File: config.mk
export PLATFORM = sky130hd
export DESIGN_NAME = adder_rr_arbiter
export DESIGN_NICKNAME = d
export VERILOG_FILES = /design/src/rtl/adder_rr_arbiter.sv
export SDC_FILE = /design/constraint.sdc
export NUM_CORES = 1
export LEC_CHECK = 0
export BUFFER_PORTS_ARGS = -buffer_cell sky130_fd_sc_hd__clkbuf_2
export CORE_ASPECT_RATIO = 0.5
export CORE_MARGIN = 10
export CORE_UTILIZATION = 45
export DETAILED_ROUTE_END_ITERATION = 10
export PLACE_DENSITY = 0.8
export SLEW_MARGIN = 10
export SYNTH_ARGS = -nofsm -noshare
export SYNTH_HDL_FRONTEND = slang
export SYNTH_SLANG_ARGS = --single-unit
File: constraint.sdc
create_clock -name clk -period 2.05 [get_ports clk]
set_input_delay 0.205 -clock clk [delete_from_list [all_inputs] [get_ports clk]]
set_output_delay 0.205 -clock clk [all_outputs]
set_load 0.05 [all_outputs]
File: src/rtl/adder_rr_arbiter.sv
// rtl/adder_rr_arbiter.sv - round-robin arbiter sharing one registered adder across requesters
// Tags each issued operation and returns sums in issue order through a response FIFO.

module adder_rr_arbiter #(
  parameter int NUM_REQ   = 4,
  parameter int DATA_W    = 8,
  parameter int ADD_LAT   = 1,
  parameter int RSP_DEPTH = 4,
  localparam int ID_W     = (NUM_REQ > 1) ? $clog2(NUM_REQ) : 1
) (
  input  logic                      clk,
  input  logic                      rst,
  input  logic [NUM_REQ-1:0]        req_valid,
  output logic [NUM_REQ-1:0]        req_ready,
  input  logic [NUM_REQ*DATA_W-1:0] req_a,
  input  logic [NUM_REQ*DATA_W-1:0] req_b,
  output logic [DATA_W-1:0]         add_a_o,
  output logic [DATA_W-1:0]         add_b_o,
  input  logic [DATA_W:0]           add_sum_i,
  output logic                      rsp_valid,
  input  logic                      rsp_ready,
  output logic [ID_W-1:0]           rsp_id,
  output logic [DATA_W:0]           rsp_sum,
  output logic                      busy_o
);

  localparam int PTR_W = $clog2(RSP_DEPTH);
  localparam int CNT_W = PTR_W + 1;

  logic [ID_W-1:0]   r_last_grant;
  logic [ID_W-1:0]   w_win;
  logic              w_any;
  logic              w_issue;
  logic              w_push;
  logic              w_pop;

  logic [ADD_LAT-1:0] r_tag_vld;
  logic [ID_W-1:0]    r_tag_id [ADD_LAT];

  logic [ID_W-1:0]   r_mem_id  [RSP_DEPTH];
  logic [DATA_W:0]   r_mem_sum [RSP_DEPTH];
  logic [PTR_W-1:0]  r_wr_ptr;
  logic [PTR_W-1:0]  r_rd_ptr;
  logic [CNT_W-1:0]  r_count;
  logic [CNT_W-1:0]  w_cnt_nxt;
  logic [CNT_W-1:0]  r_outstanding;
  logic [CNT_W-1:0]  w_out_nxt;
  logic              r_busy;

  // Rotating scan: first valid requester after the last winner takes the slot.
  always_comb begin : p_grant
    logic [ID_W-1:0] idx;
    w_any = 1'b0;
    w_win = '0;
    idx   = '0;
    for (int off = 1; off <= NUM_REQ; off++) begin
      idx = ID_W'((int'(r_last_grant) + off) % NUM_REQ);
      if (!w_any && req_valid[idx]) begin
        w_any = 1'b1;
        w_win = idx;
      end
    end
  end

  // Credits count tag-pipe plus FIFO occupancy, so a push always finds room.
  assign w_issue = !rst && w_any && (r_outstanding < CNT_W'(RSP_DEPTH));

  always_comb begin
    req_ready = '0;
    add_a_o   = '0;
    add_b_o   = '0;
    for (int i = 0; i < NUM_REQ; i++) begin
      if (w_issue && (w_win == ID_W'(i))) begin
        req_ready[i] = 1'b1;
        add_a_o      = req_a[i*DATA_W +: DATA_W];
        add_b_o      = req_b[i*DATA_W +: DATA_W];
      end
    end
  end

  always_ff @(posedge clk) begin
    if (rst) begin
      r_last_grant <= ID_W'(NUM_REQ - 1);
    end else if (w_issue) begin
      r_last_grant <= w_win;
    end
  end

  // The last tag stage lines up with the cycle the adder presents the matching sum.
  always_ff @(posedge clk) begin
    if (rst) begin
      r_tag_vld <= '0;
      for (int i = 0; i < ADD_LAT; i++) begin
        r_tag_id[i] <= '0;
      end
    end else begin
      r_tag_vld[0] <= w_issue;
      r_tag_id[0]  <= w_win;
      for (int i = 1; i < ADD_LAT; i++) begin
        r_tag_vld[i] <= r_tag_vld[i-1];
        r_tag_id[i]  <= r_tag_id[i-1];
      end
    end
  end

  assign w_push    = !rst && r_tag_vld[ADD_LAT-1];
  assign rsp_valid = !rst && (r_count != '0);
  assign w_pop     = rsp_valid && rsp_ready;

  always_ff @(posedge clk) begin
    if (w_push) begin
      r_mem_id[r_wr_ptr]  <= r_tag_id[ADD_LAT-1];
      r_mem_sum[r_wr_ptr] <= add_sum_i;
    end
  end

  always_comb begin
    w_cnt_nxt = r_count;
    if (w_push && !w_pop) begin
      w_cnt_nxt = r_count + CNT_W'(1);
    end else if (!w_push && w_pop) begin
      w_cnt_nxt = r_count - CNT_W'(1);
    end
  end

  always_comb begin
    w_out_nxt = r_outstanding;
    if (w_issue && !w_pop) begin
      w_out_nxt = r_outstanding + CNT_W'(1);
    end else if (!w_issue && w_pop) begin
      w_out_nxt = r_outstanding - CNT_W'(1);
    end
  end

  always_ff @(posedge clk) begin
    if (rst) begin
      r_wr_ptr      <= '0;
      r_rd_ptr      <= '0;
      r_count       <= '0;
      r_outstanding <= '0;
      r_busy        <= 1'b0;
    end else begin
      if (w_push) begin
        r_wr_ptr <= r_wr_ptr + PTR_W'(1);
      end
      if (w_pop) begin
        r_rd_ptr <= r_rd_ptr + PTR_W'(1);
      end
      r_count       <= w_cnt_nxt;
      r_outstanding <= w_out_nxt;
      r_busy        <= (w_out_nxt != '0);
    end
  end

  assign rsp_id  = rsp_valid ? r_mem_id[r_rd_ptr]  : '0;
  assign rsp_sum = rsp_valid ? r_mem_sum[r_rd_ptr] : '0;
  assign busy_o  = !rst && r_busy;

endmodule

; After elaboration in Yosys (flattened, before gate mapping)
; Memories as Yosys holds them, arrays and structs flattened. A register that Yosys moved wholly into a read port is not among the register bits.
; Cells that the tools add are included.
[classes]
reduce_logical = 29
n_mux = 45
magnitude_cmp = 5
n_eq_ne = 3
add_sub_neg = 10
[op_table]
columns = cell, count
row1 = 2-to-1 mux 8 bit, 8
row2 = 2-to-1 mux 2 bit, 10
row3 = 2-to-1 mux 1 bit, 18
row4 = logical AND 1 bit, 17
row5 = less-than comparator 2 x 3 -> 1 bit (second input constant), 4
row6 = 2-to-1 mux 3 bit, 4
row7 = 2-to-1 mux 9 bit, 1
row8 = adder 2 x 1 -> 2 bit (second input constant), 4
row9 = binary-select mux 1 bit (select 2 bit), 4
row10 = zero test 1 bit, 7
row11 = adder 3 x 1 -> 3 bit (second input constant), 2
row12 = nonzero test 3 bit, 2
row13 = subtractor 3 x 1 -> 3 bit (second input constant), 2
row14 = adder 2 bit (second input constant), 2
row15 = == test 2 bit (second input constant), 2
row16 = less-than comparator 3 bit (second input constant), 1
row17 = == test 2 x 1 -> 1 bit (second input constant), 1
row18 = zero test 2 bit, 1
row19 = nonzero test 2 bit, 1
row20 = OR reduction 2 bit, 1
[totals]
word_cells = 102
ramBits = 46
ff_bits = 14
input_bits = 80
output_inout_bits = 33
n_memories = 3
[memory_table]
columns = memory, words, word_bits, read_ports, rd_clocked_by_memory_dff, write_ports, line_no
row1 = r_mem_sum, 4, 9, 1, 1, 1, 41  ; logic [DATA_W:0] r_mem_sum [RSP_DEPTH];
row2 = r_mem_id, 4, 2, 1, 1, 1, 40  ; logic [ID_W-1:0] r_mem_id [RSP_DEPTH];
row3 = r_tag_id, 1, 2, 1, 0, 1, 38  ; logic [ID_W-1:0] r_tag_id [ADD_LAT];

; Logic depth before layout (Yosys ltp)
; Gate-level depths: netlist of the first run.
[logic_depth]
ltp_word = 20
ltp_mapped = 10

; Least setup slack after synthesis of the first run
; OpenSTA, ideal clock, no wires.
[synth_timing]
path_kind = flip-flop to output port
from = reg r_last_grant[1]
to = out add_a_o[5]
stages_incl_launch_ff = 9
path_slack_ns = -0.478
t_required_ns = 1.845
arrival_ns = 2.323
path_cell_list = dfxtp_1 > clkbuf_1 > nand2_1 > o22ai_1 > o211a_1 > clkbuf_1 > clkbuf_1 > nand2_1 > a31oi_1
[synth_via]
elab_chain_len = 20
elab_cells_between_ends = 40
[synth_rtl]
columns = item, line_no
row1 = "start, declared", 30  ; logic [ID_W-1:0] r_last_grant;
row2 = "start signal, assigned", 83  ; r_last_grant <= ID_W'(NUM_REQ - 1);
row3 = "start signal, assigned", 85  ; r_last_grant <= w_win;
row4 = adder 2 x 1 -> 2 bit, 57  ; idx = ID_W'((int'(r_last_grant) + off) % NUM_REQ);
row5 = binary-select mux 1 bit (select 2 bit), 58  ; if (!w_any && req_valid[idx]) begin
row6 = 2-to-1 mux 1 bit (implied by the code), 58
row7 = 2-to-1 mux 1 bit, 58
row8 = zero test 1 bit, 58
row9 = logical AND 1 bit, 58
row10 = 2-to-1 mux 1 bit, 58
row11 = zero test 1 bit, 58
row12 = logical AND 1 bit, 58
row13 = 2-to-1 mux 1 bit, 58
row14 = zero test 1 bit, 58
row15 = logical AND 1 bit, 58
row16 = 2-to-1 mux 1 bit, 58
row17 = logical AND 1 bit (2 in series), 66  ; assign w_issue = !rst && w_any && (r_outstanding < CNT_W'(RSP_DEPTH));
row18 = logical AND 1 bit, 73  ; if (w_issue && (w_win == ID_W'(i))) begin
row19 = 2-to-1 mux 8 bit (3 in series), 73
row20 = 2-to-1 mux 8 bit *, 73
row21 = "end, declared", 17  ; output logic [DATA_W-1:0] add_a_o,
; Mark *: on every way between the ends. The rest lies on a longest branch, timed or not. The select of a mux whose other input is x is not followed.

; Worst setup path after layout of the first run
[layout_timing]
from = reg r_last_grant[0]
to = out add_b_o[0]
[layout_via]
elab_chain_len = 20
elab_cells_between_ends = 40
[layout_rtl]
columns = item, line_no
row1 = adder 2 x 1 -> 2 bit, 57
row2 = binary-select mux 1 bit (select 2 bit), 58
row3 = 2-to-1 mux 1 bit (implied by the code), 58
row4 = 2-to-1 mux 1 bit, 58
row5 = zero test 1 bit, 58
row6 = logical AND 1 bit, 58
row7 = 2-to-1 mux 1 bit, 58
row8 = zero test 1 bit, 58
row9 = logical AND 1 bit, 58
row10 = 2-to-1 mux 1 bit, 58
row11 = zero test 1 bit, 58
row12 = logical AND 1 bit, 58
row13 = 2-to-1 mux 1 bit, 58
row14 = logical AND 1 bit (2 in series), 66
row15 = logical AND 1 bit, 73
row16 = 2-to-1 mux 8 bit (3 in series), 73
row17 = 2-to-1 mux 8 bit *, 73
row18 = "end, declared", 18  ; output logic [DATA_W-1:0] add_b_o,
; Marked as above.

==> metrics.txt, run 1 <==
# TYPE chip_impl_metric gauge
chip_impl_metric{name="first_pass_grt_wire_length",unit="mm"} 16.7
chip_impl_info{name="cts_root_buffer",value="clkbuf_16"} 1
chip_impl_metric{name="r2r.worst_path.cells",unit=""} 9
chip_impl_metric{name="irDropWorstVdd",unit="µV"} 616
chip_impl_metric{name="synth-compound-area-share",unit="%"} 11.5
chip_impl_metric{name="routed_wirelength",unit="mm"} 11.6
chip_impl_metric{name="vias_per_cell",unit=""} 5.65
chip_impl_info{name="result_of_the_run",value="finished, violations left"} 1
chip_impl_metric{name="detailedRoute.firstPassIterationCount",unit=""} 4
chip_impl_metric{name="hold-path-cell-count",unit=""} 1
chip_impl_metric{name="detail_route.iter0.violations",unit=""} 174
chip_impl_metric{name="largest_net_degree_at_the_start_of_global_routing",unit=""} 35
chip_impl_metric{name="h-tree-depth",unit=""} 3
chip_impl_metric{name="fmax",unit="MHz"} 444
chip_impl_metric{name="synth-simple-area-share",unit="%"} 14.3
chip_impl_metric{name="report.final.setup_viol",unit=""} 19
chip_impl_metric{name="setup_ws",unit="ns"} -0.204
chip_impl_metric{name="syn-cell-area",unit="µm²"} 3050
chip_impl_metric{name="p_leak",unit="nW"} 2.07
chip_impl_info{name="worstSetupStartpointType",value="register"} 1
chip_impl_metric{name="post_synth_mux_area_share",unit="%"} 9.92
chip_impl_metric{name="clkLatencyLatePin",unit="ns"} 0.32
chip_impl_metric{name="ys_warn_count",unit=""} 0
chip_impl_metric{name="design.core.area",unit="µm²"} 6620
chip_impl_info{name="worstSetupStartpoint",value="r_last_grant[0]"} 1
chip_impl_metric{name="clockBufferDepth",unit=""} 2
chip_impl_metric{name="tightest_slew",unit="ns"} 0.524
chip_impl_metric{name="ant_nets",unit=""} 0
chip_impl_metric{name="cts_made_buffers",unit=""} 9
chip_impl_info{name="path_delay_family",value="buffers and inverters"} 1
chip_impl_metric{name="grt_pass1_vias",unit=""} 3046
chip_impl_info{name="postSynth.topFlopCell",value="edfxtp_1"} 1
chip_impl_metric{name="finalSetupTns",unit="ns"} -2.88
chip_impl_metric{name="port_bufs",unit=""} 112
chip_impl_info{name="r2r_startpoint",value="r_count[2]"} 1
chip_impl_metric{name="cp_num_cells",unit=""} 9
chip_impl_metric{name="post_synth_xor_area_fraction",unit="%"} 1.72
chip_impl_info{name="violations",value="negative setup slack"} 1
chip_impl_metric{name="post-route-cell-area",unit="µm²"} 5390
chip_impl_metric{name="finClkSkew",unit="ns"} 0.00409
chip_impl_metric{name="critical_path_arrival",unit="ns"} 2.05
chip_impl_metric{name="detail_route.drc_violations",unit=""} 0
chip_impl_metric{name="globalRouteOverflowTotal",unit=""} 0
chip_impl_info{name="synth_top_family_by_area",value="simple AND/OR/NAND/NOR gates"} 1
chip_impl_metric{name="design.final.nets",unit=""} 485
chip_impl_info{name="rsz0062_at_grt",value="yes"} 1
chip_impl_info{name="clock_tree_from_tritoncts",value="yes"} 1
chip_impl_info{name="min_path_type",value="input port to register"} 1
chip_impl_metric{name="num_antenna_cells",unit=""} 0
chip_impl_metric{name="number_of_fill_cells_in_the_layout",unit=""} 333
chip_impl_metric{name="cp_data_required_time",unit="ns"} 1.85
chip_impl_metric{name="min_period",unit="ns"} 2.25
chip_impl_metric{name="critical_path.max_stage_delay",unit="ns"} 0.36
chip_impl_info{name="crit_type",value="register to output pin"} 1
chip_impl_metric{name="global_route.usage.total",unit="%"} 20.0
chip_impl_metric{name="ys_async_sr_fraction",unit="%"} 0
chip_impl_metric{name="synth-edff-count",unit=""} 44
chip_impl_metric{name="antenna_violations_before_repair",unit=""} 0
chip_impl_metric{name="layout.area.seq",unit="µm²"} 1690
chip_impl_metric{name="clkTransAtPathRegs",unit="ns"} 0.05
chip_impl_metric{name="route.detailed.wl_per_inst",unit="µm"} 23.5
chip_impl_metric{name="pwr_density_cell",unit="nW/µm²"} 1150
chip_impl_metric{name="yosysSeqAreaShare",unit="%"} 55.1
chip_impl_info{name="timing.hold.worst.start",value="add_sum_i[8]"} 1
chip_impl_metric{name="start_util",unit="%"} 46.1
chip_impl_metric{name="cts.sinks",unit=""} 62
chip_impl_metric{name="placementRows",unit=""} 21
chip_impl_metric{name="dr_total_vias",unit=""} 2791
chip_impl_metric{name="timing.critical_path.buf_inv",unit=""} 4
chip_impl_metric{name="die_height",unit="µm"} 78.2
chip_impl_metric{name="period_share",unit="%"} 110
chip_impl_metric{name="adder_cell_share_of_the_synthesized_area",unit="%"} 3.89
chip_impl_metric{name="area_growth",unit="%"} 76.5
chip_impl_metric{name="final-hold-violation-count",unit=""} 0
chip_impl_metric{name="worst_slew_margin_relative_to_its_limit",unit="%"} 65.1
chip_impl_metric{name="globalplace.congestion",unit=""} 0.862
chip_impl_metric{name="syn_avg_cell_area",unit="µm²"} 12.1
chip_impl_metric{name="detailedPlacementHpwl",unit="mm"} 6.96
chip_impl_metric{name="netlist_instances",unit=""} 253
chip_impl_metric{name="synth_cell_types",unit=""} 41
chip_impl_metric{name="timing.max_cap.violations",unit=""} 0
chip_impl_metric{name="final-max-slew-violation-count",unit=""} 0
chip_impl_metric{name="postSynthRegisterBits",unit=""} 62
chip_impl_metric{name="io_pins",unit=""} 113
chip_impl_metric{name="multi_input_area",unit="µm²"} 1930
chip_impl_info{name="critical-path-slowest-cell",value="dfxtp_4"} 1
chip_impl_info{name="critical_path.cell_chain",value="nor2b_4 > buf_4 > a21boi_2 > a21boi_4 > buf_12 > a221oi_4 > buf_4 > a31oi_4 > buf_12"} 1
chip_impl_metric{name="dieWidth",unit="µm"} 136
chip_impl_metric{name="floorplan.die_area",unit="µm²"} 10700
chip_impl_metric{name="synth.net_count",unit=""} 341
chip_impl_info{name="timing.critical_path.to_type",value="output pin"} 1
chip_impl_metric{name="dpl-instance-area",unit="µm²"} 4410
chip_impl_metric{name="post_route_cells_drive_above_1_share",unit="%"} 60.2
chip_impl_metric{name="crit_fanout",unit=""} 17
flip-flops by register name, summed over array words and instances (netlist names), named ones only:
register       cells
r_tag_id           2
r_outstanding      3
r_count            3
r_last_grant       2
r_busy             1
r_tag_vld          1
r_mem_sum         36
r_rd_ptr           2
r_mem_id           8
r_wr_ptr           2
repair_timing:
action / in CTS / in global routing
endpoints found under the setup margin: 20 / 31
hold buffers: 0 / 0
cloned: 5 / 2
gates resized for setup: 48 / 22
buffers inserted: 7 / 2
pin swaps: 17 / 12
power breakdown:
group / switching (W) / total (W) / internal, W
logic: 0.00162 / 0.00295 / 0.00133
clock network: 0.000488 / 0.00167 / 0.00118
registers: 0.000110 / 0.00160 / 0.00149
total: 0.00222 / 0.00622 / 0.00400
per-layer routing:
| metal | GRT usage (%) | part of all wire [%] |
|---|---|---|
| met5 | 0 | 0 |
| met4 | 6.87 | 2.1 |
| met3 | 7.75 | 9.6 |
| met2 | 36.1 | 51 |
| met1 | 21.0 | 37 |
kinds of logic after synthesis:
group,count (synthesis)
muxes,16
buffers and inverters,26
DFF,62
AOI/OAI and AO/OA,48
xor gates and xnor gates,6
and+or+nand+nor,86
adders and majority gates,9
final timing paths:
check               endpoint  slack (ns)
min          r_mem_sum[3][8]        0.10
min reg2reg   r_mem_id[2][0]        0.49
max               add_b_o[0]       -0.20
max reg2reg       r_count[2]        0.11
area by class of cell:
cell class	count	share of cell area [%]
Inverter	7	0.488
Sequential cell	62	31.4
Clock inverter	4	1.76
Tap cell	92	2.14
Multi-Input combinational cell	167	35.8
Timing Repair Buffer	150	24.0
Clock buffer	12	4.39
synth_stat cells (all sizes together) (2+ instances only):
master	number	area, µm²
nand2	37	139
a31oi	17	106
xnor2	3	26.3
a21oi	3	15.0
a221oi	17	149
inv	7	26.3
nor2b	18	113
ha	7	87.6
mux2i	4	40.0
a21boi	2	15.0
nor2	12	45.0
or2	3	18.8
nor3	2	10.0
or3	2	12.5
mux4	11	248
o21ai	3	15.0
edfxtp	44	1320
and2	6	37.5
buf	5	30.0
xor2	3	26.3
clkbuf	14	52.6
dfxtp	18	360
through the flow:
stage / total power, W / instances / setup WS [ns] / util, % / hold slack (ns)
3_3_place_gp: 0.00394 / 462 / 0.0489 / 66.6 / 0.418
3_5_place_dp: 0.00401 / 462 / -0.0398 / 66.6 / 0.432
2_1_floorplan: 0.00310 / 253 / 0.0225 / - / 0.290
6_report: 0.00622 / 494 / -0.204 / 81.4 / 0.104
4_1_cts: 0.00605 / 490 / -0.173 / 78.8 / 0.0996
5_1_grt: 0.00645 / 494 / -0.277 / 81.4 / 0.101
layout by cell type (no fill, tap or decap), drive strengths merged, types with 3 or more instances in the layout:
cell / n
mux2i: 4
o21ai: 3
nand2: 37
or2: 3
o221ai: 3
a31oi: 17
clkbuf: 105
and2: 6
dfxtp: 18
xnor2: 3
a21oi: 3
buf: 55
nor2b: 18
bufinv: 3
edfxtp: 44
mux4: 11
xor2: 3
nor2: 12
inv: 7
ha: 7
a221oi: 17
No activity file was read; power rests on OpenSTA's default activity.
==> run 2: changes to the inputs <==
--- a/config.mk
+++ b/config.mk
@@ -13,2 +13,3 @@
 export PLACE_DENSITY = 0.8
+export SKIP_CTS_REPAIR_TIMING = 1
 export SLEW_MARGIN = 10
--- a/constraint.sdc
+++ b/constraint.sdc
@@ -3,2 +3,2 @@
 set_output_delay 0.205 -clock clk [all_outputs]
-set_load 0.05 [all_outputs]
+set_load 0.01 [all_outputs]
==> run 2 against run 1 <==
  * The flow still finishes with violations (negative setup slack)
  * Routed wire length is 22% lower
  * Maximum frequency up 5.7%
  * Combinational power shrank 48%
  * Clock-buffer cell count shrank 2
  * Register-to-register slack worse by 0.05 ns
  * Utilization decreased by 14 points
  * Design area is 18% lower
  * Clock skew about the same
  * First-iteration DRC count fell by 18%
  * Sequential share of layout area is 6.6 points higher
  * Non-clock buffer count fell by 14
  * Highest routed layer unchanged
==> metrics.txt, run 2 (synthesis results as in run 1) <==
# TYPE chip_impl_metric gauge
chip_impl_info{name="cts_root_buffer",value="clkbuf_16"} 1
chip_impl_metric{name="dp_cells",unit=""} 450
chip_impl_metric{name="worst_slew_margin_relative_to_its_limit",unit="%"} 65.1
chip_impl_metric{name="io_pins",unit=""} 113
chip_impl_metric{name="finalSetupTns",unit="ns"} -0.609
chip_impl_metric{name="min_period",unit="ns"} 2.13
chip_impl_metric{name="cts_made_buffers",unit=""} 9
chip_impl_metric{name="h-tree-depth",unit=""} 3
chip_impl_metric{name="num_antenna_cells",unit=""} 0
chip_impl_metric{name="internal_power",unit="W"} 0.00318
chip_impl_metric{name="irDropWorstVdd",unit="µV"} 543
chip_impl_metric{name="area_growth",unit="%"} 45.6
chip_impl_metric{name="die_height",unit="µm"} 78.2
chip_impl_metric{name="report.final.setup_viol",unit=""} 16
chip_impl_info{name="leading_cell_type_in_the_layout_fill_and_taps_excluded",value="clkbuf_2"} 1
chip_impl_metric{name="number_of_fill_cells_in_the_layout",unit=""} 486
chip_impl_metric{name="clkLatencyLatePin",unit="ns"} 0.32
chip_impl_info{name="crit_type",value="register to output pin"} 1
chip_impl_metric{name="grt_pass1_vias",unit=""} 2666
chip_impl_metric{name="globalRouteOverflowTotal",unit=""} 0
chip_impl_metric{name="critical_path_arrival",unit="ns"} 1.93
chip_impl_info{name="result_of_the_run",value="finished, violations left"} 1
chip_impl_info{name="timing.critical_path.to_type",value="output pin"} 1
chip_impl_metric{name="pwr_density_cell",unit="nW/µm²"} 1030
chip_impl_metric{name="report.power.total",unit="W"} 0.00456
chip_impl_metric{name="finClkSkew",unit="ns"} 0.00410
chip_impl_metric{name="global_route.usage.total",unit="%"} 14.8
chip_impl_info{name="layout_top_registers",value="r_mem_sum (36), r_mem_id (8)"} 1
chip_impl_metric{name="design.core.area",unit="µm²"} 6620
chip_impl_metric{name="detail_route.drc_violations",unit=""} 0
chip_impl_metric{name="setup_ws",unit="ns"} -0.0818
chip_impl_metric{name="cts.sinks",unit=""} 62
chip_impl_metric{name="vias_per_cell",unit=""} 5.41
chip_impl_metric{name="placementRows",unit=""} 21
chip_impl_metric{name="dieWidth",unit="µm"} 136
chip_impl_metric{name="dpl-instance-area",unit="µm²"} 3790
chip_impl_metric{name="final-hold-violation-count",unit=""} 0
chip_impl_metric{name="p_leak",unit="nW"} 1.83
chip_impl_metric{name="power_frac_comb",unit="%"} 33.8
chip_impl_metric{name="crit_fanout",unit=""} 8
chip_impl_metric{name="first_pass_grt_wire_length",unit="mm"} 12.6
chip_impl_info{name="worstSetupStartpointType",value="register"} 1
chip_impl_metric{name="switching_share",unit="%"} 30.3
chip_impl_metric{name="port_bufs",unit=""} 112
chip_impl_metric{name="layout.area.seq",unit="µm²"} 1690
chip_impl_metric{name="instances_no_fill",unit=""} 478
chip_impl_metric{name="multi_input_area",unit="µm²"} 1450
chip_impl_metric{name="antenna_violations_before_repair",unit=""} 0
chip_impl_metric{name="routed_wirelength",unit="mm"} 9.00
chip_impl_metric{name="r2r.worst_path.cells",unit=""} 9
chip_impl_metric{name="fmax",unit="MHz"} 469
chip_impl_metric{name="dr_total_vias",unit=""} 2587
chip_impl_metric{name="detailedPlacementHpwl",unit="mm"} 6.04
chip_impl_info{name="min_path_type",value="input port to register"} 1
chip_impl_metric{name="dr_wl_met3",unit="µm"} 838
chip_impl_metric{name="detail_route.iter0.violations",unit=""} 143
chip_impl_metric{name="pwr-share-seq",unit="%"} 34.8
chip_impl_metric{name="detailedRoute.firstPassIterationCount",unit=""} 4
chip_impl_info{name="registers.top_by_ff_count",value="r_mem_sum"} 1
chip_impl_metric{name="tightest_slew",unit="ns"} 0.523
chip_impl_metric{name="largest_net_degree_at_the_start_of_global_routing",unit=""} 37
chip_impl_metric{name="design.final.nets",unit=""} 469
chip_impl_info{name="clock_tree_from_tritoncts",value="yes"} 1
chip_impl_metric{name="start_util",unit="%"} 46.1
chip_impl_metric{name="route.detailed.wl_per_inst",unit="µm"} 18.8
chip_impl_metric{name="post-route-cell-area",unit="µm²"} 4440
chip_impl_metric{name="switchingPower",unit="W"} 0.00138
chip_impl_metric{name="timing.max_cap.violations",unit=""} 0
chip_impl_metric{name="hold-path-cell-count",unit=""} 1
chip_impl_info{name="violations",value="negative setup slack"} 1
chip_impl_metric{name="floorplan.die_area",unit="µm²"} 10700
chip_impl_metric{name="met2_length",unit="mm"} 4.79
chip_impl_metric{name="clockBufferDepth",unit=""} 2
chip_impl_metric{name="clkTransAtPathRegs",unit="ns"} 0.05
chip_impl_metric{name="post_route_cells_drive_above_1_share",unit="%"} 51.3
chip_impl_metric{name="power.clock.fraction",unit="%"} 31.4
chip_impl_metric{name="ant_nets",unit=""} 0
chip_impl_metric{name="dp_worst_setup_slack",unit="ns"} 0.0418
chip_impl_info{name="leading_cell_types_in_the_layout_fill_and_taps_excluded",value="clkbuf_2 (101), edfxtp_1 (44), nand2_1 (36)"} 1
chip_impl_info{name="rsz0062_at_grt",value="yes"} 1
chip_impl_metric{name="cp_data_required_time",unit="ns"} 1.85
chip_impl_metric{name="number_of_flip_flops_under_the_largest_register_name",unit=""} 36
chip_impl_metric{name="period_share",unit="%"} 104
chip_impl_info{name="dr.max_layer_used",value="met4"} 1
chip_impl_metric{name="globalplace.congestion",unit=""} 0.773
chip_impl_metric{name="wl_met1",unit="mm"} 3.16
chip_impl_metric{name="final-max-slew-violation-count",unit=""} 0
run 2: cell count changes in the layout (fill, tap and decap cells not counted), moves of 8 or more:
cell,delta
a221oi_4,-11
nand2_2,-8
nand2_1,+8
a31oi_1,+16
a221oi_2,+9
clkbuf_2,+9
buf_2,+11
buf_4,-15
buf_12,-20
a31oi_4,-16
run 2: critical path, stage by stage, from the launching register on:
cell and delay (ns):
dfxtp_4 0.38, nor2b_4 0.05, buf_4 0.13, a21boi_4 0.18, a21boi_4 0.09, buf_12 0.15, buf_6 0.14, a221oi_2 0.25
a31oi_1 0.08, clkbuf_2 0.15
run 2: worst paths after layout:
check / from / end / slack, ns
max: r_last_grant[0] / add_b_o[0] / -0.08
min: add_sum_i[5] / r_mem_sum[1][5] / 0.11
max reg2reg: r_count[1] / r_count[2] / 0.06
min reg2reg: r_tag_id[0][1] / r_mem_id[0][1] / 0.50
run 2: per-stage QoR:
step,util [%],hold WS (ns)
after global placement,57.2,0.417
after global routing,67.1,0.103
after detailed placement,57.2,0.442
after floorplan,-,0.290
final,67.1,0.109
after CTS,61.6,0.105
run 2: power by group through the flow:
stage	sequential, W	clock, W	combinational (W)
2_1_floorplan	0.00156	0	0.000822
3_3_place_gp	0.00158	0	0.00121
3_5_place_dp	0.00160	0	0.00127
4_1_cts	0.00157	0.00146	0.00128
5_1_grt	0.00160	0.00153	0.00168
6_report	0.00159	0.00143	0.00154
run 2: layer usage:
layer	GRT usage, %	vias to the layer above
li1	-	1206
met1	13.8	1229
met2	27.2	129
met3	7.56	23
met4	5.71	0
met5	0	-
run 2: layout make-up:
class / count / share of cell area (%)
Multi-Input combinational cell: 165 / 32.5
Clock inverter: 6 / 1.41
Tap cell: 92 / 2.59
Clock buffer: 10 / 5.15
Sequential cell: 62 / 38.0
Timing Repair Buffer: 136 / 19.7
Inverter: 7 / 0.591
==> run 3: changes to the inputs <==
==> constraint.sdc (replaced) <==
create_clock -name clk -period 2.05 [get_ports clk]
set_input_delay 0.1025 -clock clk [delete_from_list [all_inputs] [get_ports clk]]
set_output_delay 0.1025 -clock clk [all_outputs]
set_load 0.01 [all_outputs]
==> run 3 against run 2 <==
  * The run now ends clean
  * First-iteration DRC count decreased by 13%
  * Utilization fell by 5.4 points
  * Maximum frequency is 8.6% higher
  * Global-route usage shrank 0.11 points
  * Critical endpoint unchanged
  * Highest routed layer unchanged
  * Routed wire length down 12%
  * Critical path depth is 2 lower
==> metrics.txt, run 3 (synthesis results as in run 1) <==
# TYPE chip_impl_metric gauge
chip_impl_metric{name="r2r_slack",unit="ns"} 0.12
chip_impl_metric{name="switchingPower",unit="W"} 0.00127
chip_impl_metric{name="design.final.nets",unit=""} 452
chip_impl_info{name="result_of_the_run",value="complete, no violations"} 1
chip_impl_metric{name="instances_no_fill",unit=""} 461
chip_impl_metric{name="route.detailed.wl_per_inst",unit="µm"} 17.1
chip_impl_metric{name="globalplace.congestion",unit=""} 0.765
chip_impl_info{name="timing.hold.worst.start",value="add_sum_i[3]"} 1
chip_impl_metric{name="vias_per_cell",unit=""} 5.23
chip_impl_metric{name="cts.sinks",unit=""} 62
chip_impl_metric{name="dp_cells",unit=""} 445
chip_impl_metric{name="clockBufferDepth",unit=""} 2
chip_impl_metric{name="cp_data_required_time",unit="ns"} 1.95
chip_impl_metric{name="design.core.area",unit="µm²"} 6620
chip_impl_metric{name="power_frac_comb",unit="%"} 29.6
chip_impl_metric{name="hold-path-cell-count",unit=""} 1
chip_impl_metric{name="critical_path.max_stage_delay",unit="ns"} 0.34
chip_impl_metric{name="num_antenna_cells",unit=""} 0
chip_impl_info{name="rsz0062_at_grt",value="no"} 1
chip_impl_metric{name="whs",unit="ns"} 0.00716
chip_impl_metric{name="irDropWorstVdd",unit="µV"} 436
chip_impl_info{name="clock_tree_from_tritoncts",value="yes"} 1
chip_impl_metric{name="placementRows",unit=""} 21
chip_impl_metric{name="tightest_slew",unit="ns"} 0.622
chip_impl_metric{name="final-max-slew-violation-count",unit=""} 0
chip_impl_metric{name="io_pins",unit=""} 113
chip_impl_metric{name="power.clock.fraction",unit="%"} 33.2
chip_impl_info{name="min_path_type",value="input port to register"} 1
chip_impl_metric{name="clkTransAtPathRegs",unit="ns"} 0.05
chip_impl_info{name="registers.top_by_ff_count",value="r_mem_sum"} 1
chip_impl_metric{name="crit_fanout",unit=""} 34
chip_impl_info{name="crit_type",value="register to output pin"} 1
chip_impl_metric{name="fmax",unit="MHz"} 509
chip_impl_metric{name="floorplan.die_area",unit="µm²"} 10700
chip_impl_metric{name="dr_total_vias",unit=""} 2412
chip_impl_metric{name="min_period",unit="ns"} 1.96
chip_impl_metric{name="clkLatencyLatePin",unit="ns"} 0.32
chip_impl_metric{name="dp_worst_setup_slack",unit="ns"} 0.0299
chip_impl_metric{name="internal_power",unit="W"} 0.00301
chip_impl_metric{name="port_bufs",unit=""} 112
chip_impl_metric{name="r2r.worst_path.cells",unit=""} 9
chip_impl_metric{name="first_pass_grt_wire_length",unit="mm"} 12.4
chip_impl_metric{name="post_route_cells_drive_above_1_share",unit="%"} 45.3
chip_impl_metric{name="global_route.usage.total",unit="%"} 14.7
chip_impl_metric{name="detail_route.drc_violations",unit=""} 0
chip_impl_info{name="r2r_startpoint",value="r_count[2]"} 1
chip_impl_metric{name="detailedPlacementHpwl",unit="mm"} 5.88
chip_impl_metric{name="start_util",unit="%"} 46.1
chip_impl_metric{name="die_height",unit="µm"} 78.2
chip_impl_metric{name="pwr-share-seq",unit="%"} 37.2
chip_impl_metric{name="detail_route.iter0.violations",unit=""} 125
chip_impl_info{name="timing.critical_path.to_type",value="output pin"} 1
chip_impl_info{name="leading_cell_type_in_the_layout_fill_and_taps_excluded",value="clkbuf_2"} 1
chip_impl_info{name="layout_top_registers",value="r_mem_sum (36), r_mem_id (8)"} 1
chip_impl_info{name="leading_cell_types_in_the_layout_fill_and_taps_excluded",value="clkbuf_2 (112), edfxtp_1 (44), nand2_1 (37)"} 1
chip_impl_info{name="critical-path-slowest-cell",value="dfxtp_2"} 1
chip_impl_metric{name="pwr_density_cell",unit="nW/µm²"} 1050
chip_impl_metric{name="final-hold-violation-count",unit=""} 0
chip_impl_metric{name="grt_pass1_vias",unit=""} 2590
chip_impl_metric{name="h-tree-depth",unit=""} 3
chip_impl_metric{name="critical_path_arrival",unit="ns"} 1.86
chip_impl_metric{name="area_growth",unit="%"} 33.9
chip_impl_metric{name="dieWidth",unit="µm"} 136
chip_impl_metric{name="antenna_violations_before_repair",unit=""} 0
chip_impl_metric{name="globalRouteOverflowTotal",unit=""} 0
chip_impl_metric{name="period_share",unit="%"} 95.8
chip_impl_metric{name="ant_nets",unit=""} 0
chip_impl_metric{name="worst_slew_margin_relative_to_its_limit",unit="%"} 58.5
chip_impl_metric{name="number_of_flip_flops_under_the_largest_register_name",unit=""} 36
chip_impl_info{name="crit-reg2reg-capture",value="r_count[2]"} 1
chip_impl_metric{name="final_core_utilization",unit="%"} 61.8
chip_impl_info{name="critical_path.cell_chain",value="nor2b_2 > o22ai_1 > o211a_1 > buf_12 > a221oi_1 > a31oi_1 > clkbuf_2"} 1
chip_impl_metric{name="routed_wirelength",unit="mm"} 7.90
chip_impl_metric{name="report.power.total",unit="W"} 0.00428
chip_impl_metric{name="cts_made_buffers",unit=""} 9
chip_impl_metric{name="detailedRoute.firstPassIterationCount",unit=""} 4
chip_impl_metric{name="report.final.setup_viol",unit=""} 0
chip_impl_info{name="cts_root_buffer",value="clkbuf_16"} 1
chip_impl_metric{name="largest_net_degree_at_the_start_of_global_routing",unit=""} 37
chip_impl_metric{name="finClkSkew",unit="ns"} 0.00430
chip_impl_metric{name="timing.max_cap.violations",unit=""} 0
chip_impl_metric{name="p_leak",unit="nW"} 1.67
chip_impl_metric{name="setup_ws",unit="ns"} 0.0865
chip_impl_info{name="hold_end",value="r_mem_sum[2][3]"} 1
chip_impl_metric{name="switching_share",unit="%"} 29.6
chip_impl_info{name="worstSetupStartpointType",value="register"} 1
==> run 3: cell types whose count changed in the layout (fill, tap and decap cells not counted), sizes merged <==
cell      change
clkbuf        +8
clkinv        +2
buf          -24
clkinvlp      -3
==> run 3: cell type report <==
class                           count  area [µm²]
Fill cell                         514        2530
Inverter                            7        26.3
Multi-Input combinational cell    165        1340
Sequential cell                    62        1690
Timing Repair Buffer              119         642
Tap cell                           92         115
Clock inverter                      5        50.0
Clock buffer                       11         233
==> run 3: routing by layer <==
metal  global-route usage [%]  vias up  share of wire, %
li1                         -     1162                 -
met1                     14.0     1144                37
met2                     26.2       99                52
met3                     8.51        7                11
met4                     4.86        0              0.90
met5                        0        -                 0
==> run 3: through the flow <==
stage               area, µm²  TNS (ns)
floorplan                3060         0
global placement         3740         0
detailed placement       3740         0
CTS                      4020   -0.0764
global route             4090         0
finish                   4090         0
==> run 3: worst max-delay path, delay by kind of cell (launching register included) <==
family | cells | cell delay [ns]
DFF | 1 | 0.34
AOI/OAI and AO/OA | 4 | 0.73
and+or+nand+nor | 1 | 0.13
buffers and inverters | 2 | 0.32
==> run 3: how the worst max path moves through the flow <==
stage	slack (ns)	startpoint	endpoint	depth (start not counted)
floorplan	0.02	r_count[0]	r_count[2]	10
finish	0.09	r_last_grant[0]	add_b_o[0]	7
detailed placement	0.03	r_count[0]	r_count[2]	9
global route	0.004	r_last_grant[0]	add_b_o[0]	7
global placement	0.17	r_count[0]	r_count[2]	9
CTS	-0.04	r_last_grant[1]	add_a_o[7]	6
==> run 3: power groups by stage <==
stage / registers (W) / logic [W] / clock network (W)
final: 0.00159 / 0.00127 / 0.00142
after global routing: 0.00160 / 0.00142 / 0.00150
after CTS: 0.00157 / 0.00125 / 0.00146
after detailed placement: 0.00160 / 0.00124 / 0
after global placement: 0.00158 / 0.00118 / 0
after floorplan: 0.00156 / 0.000822 / 0
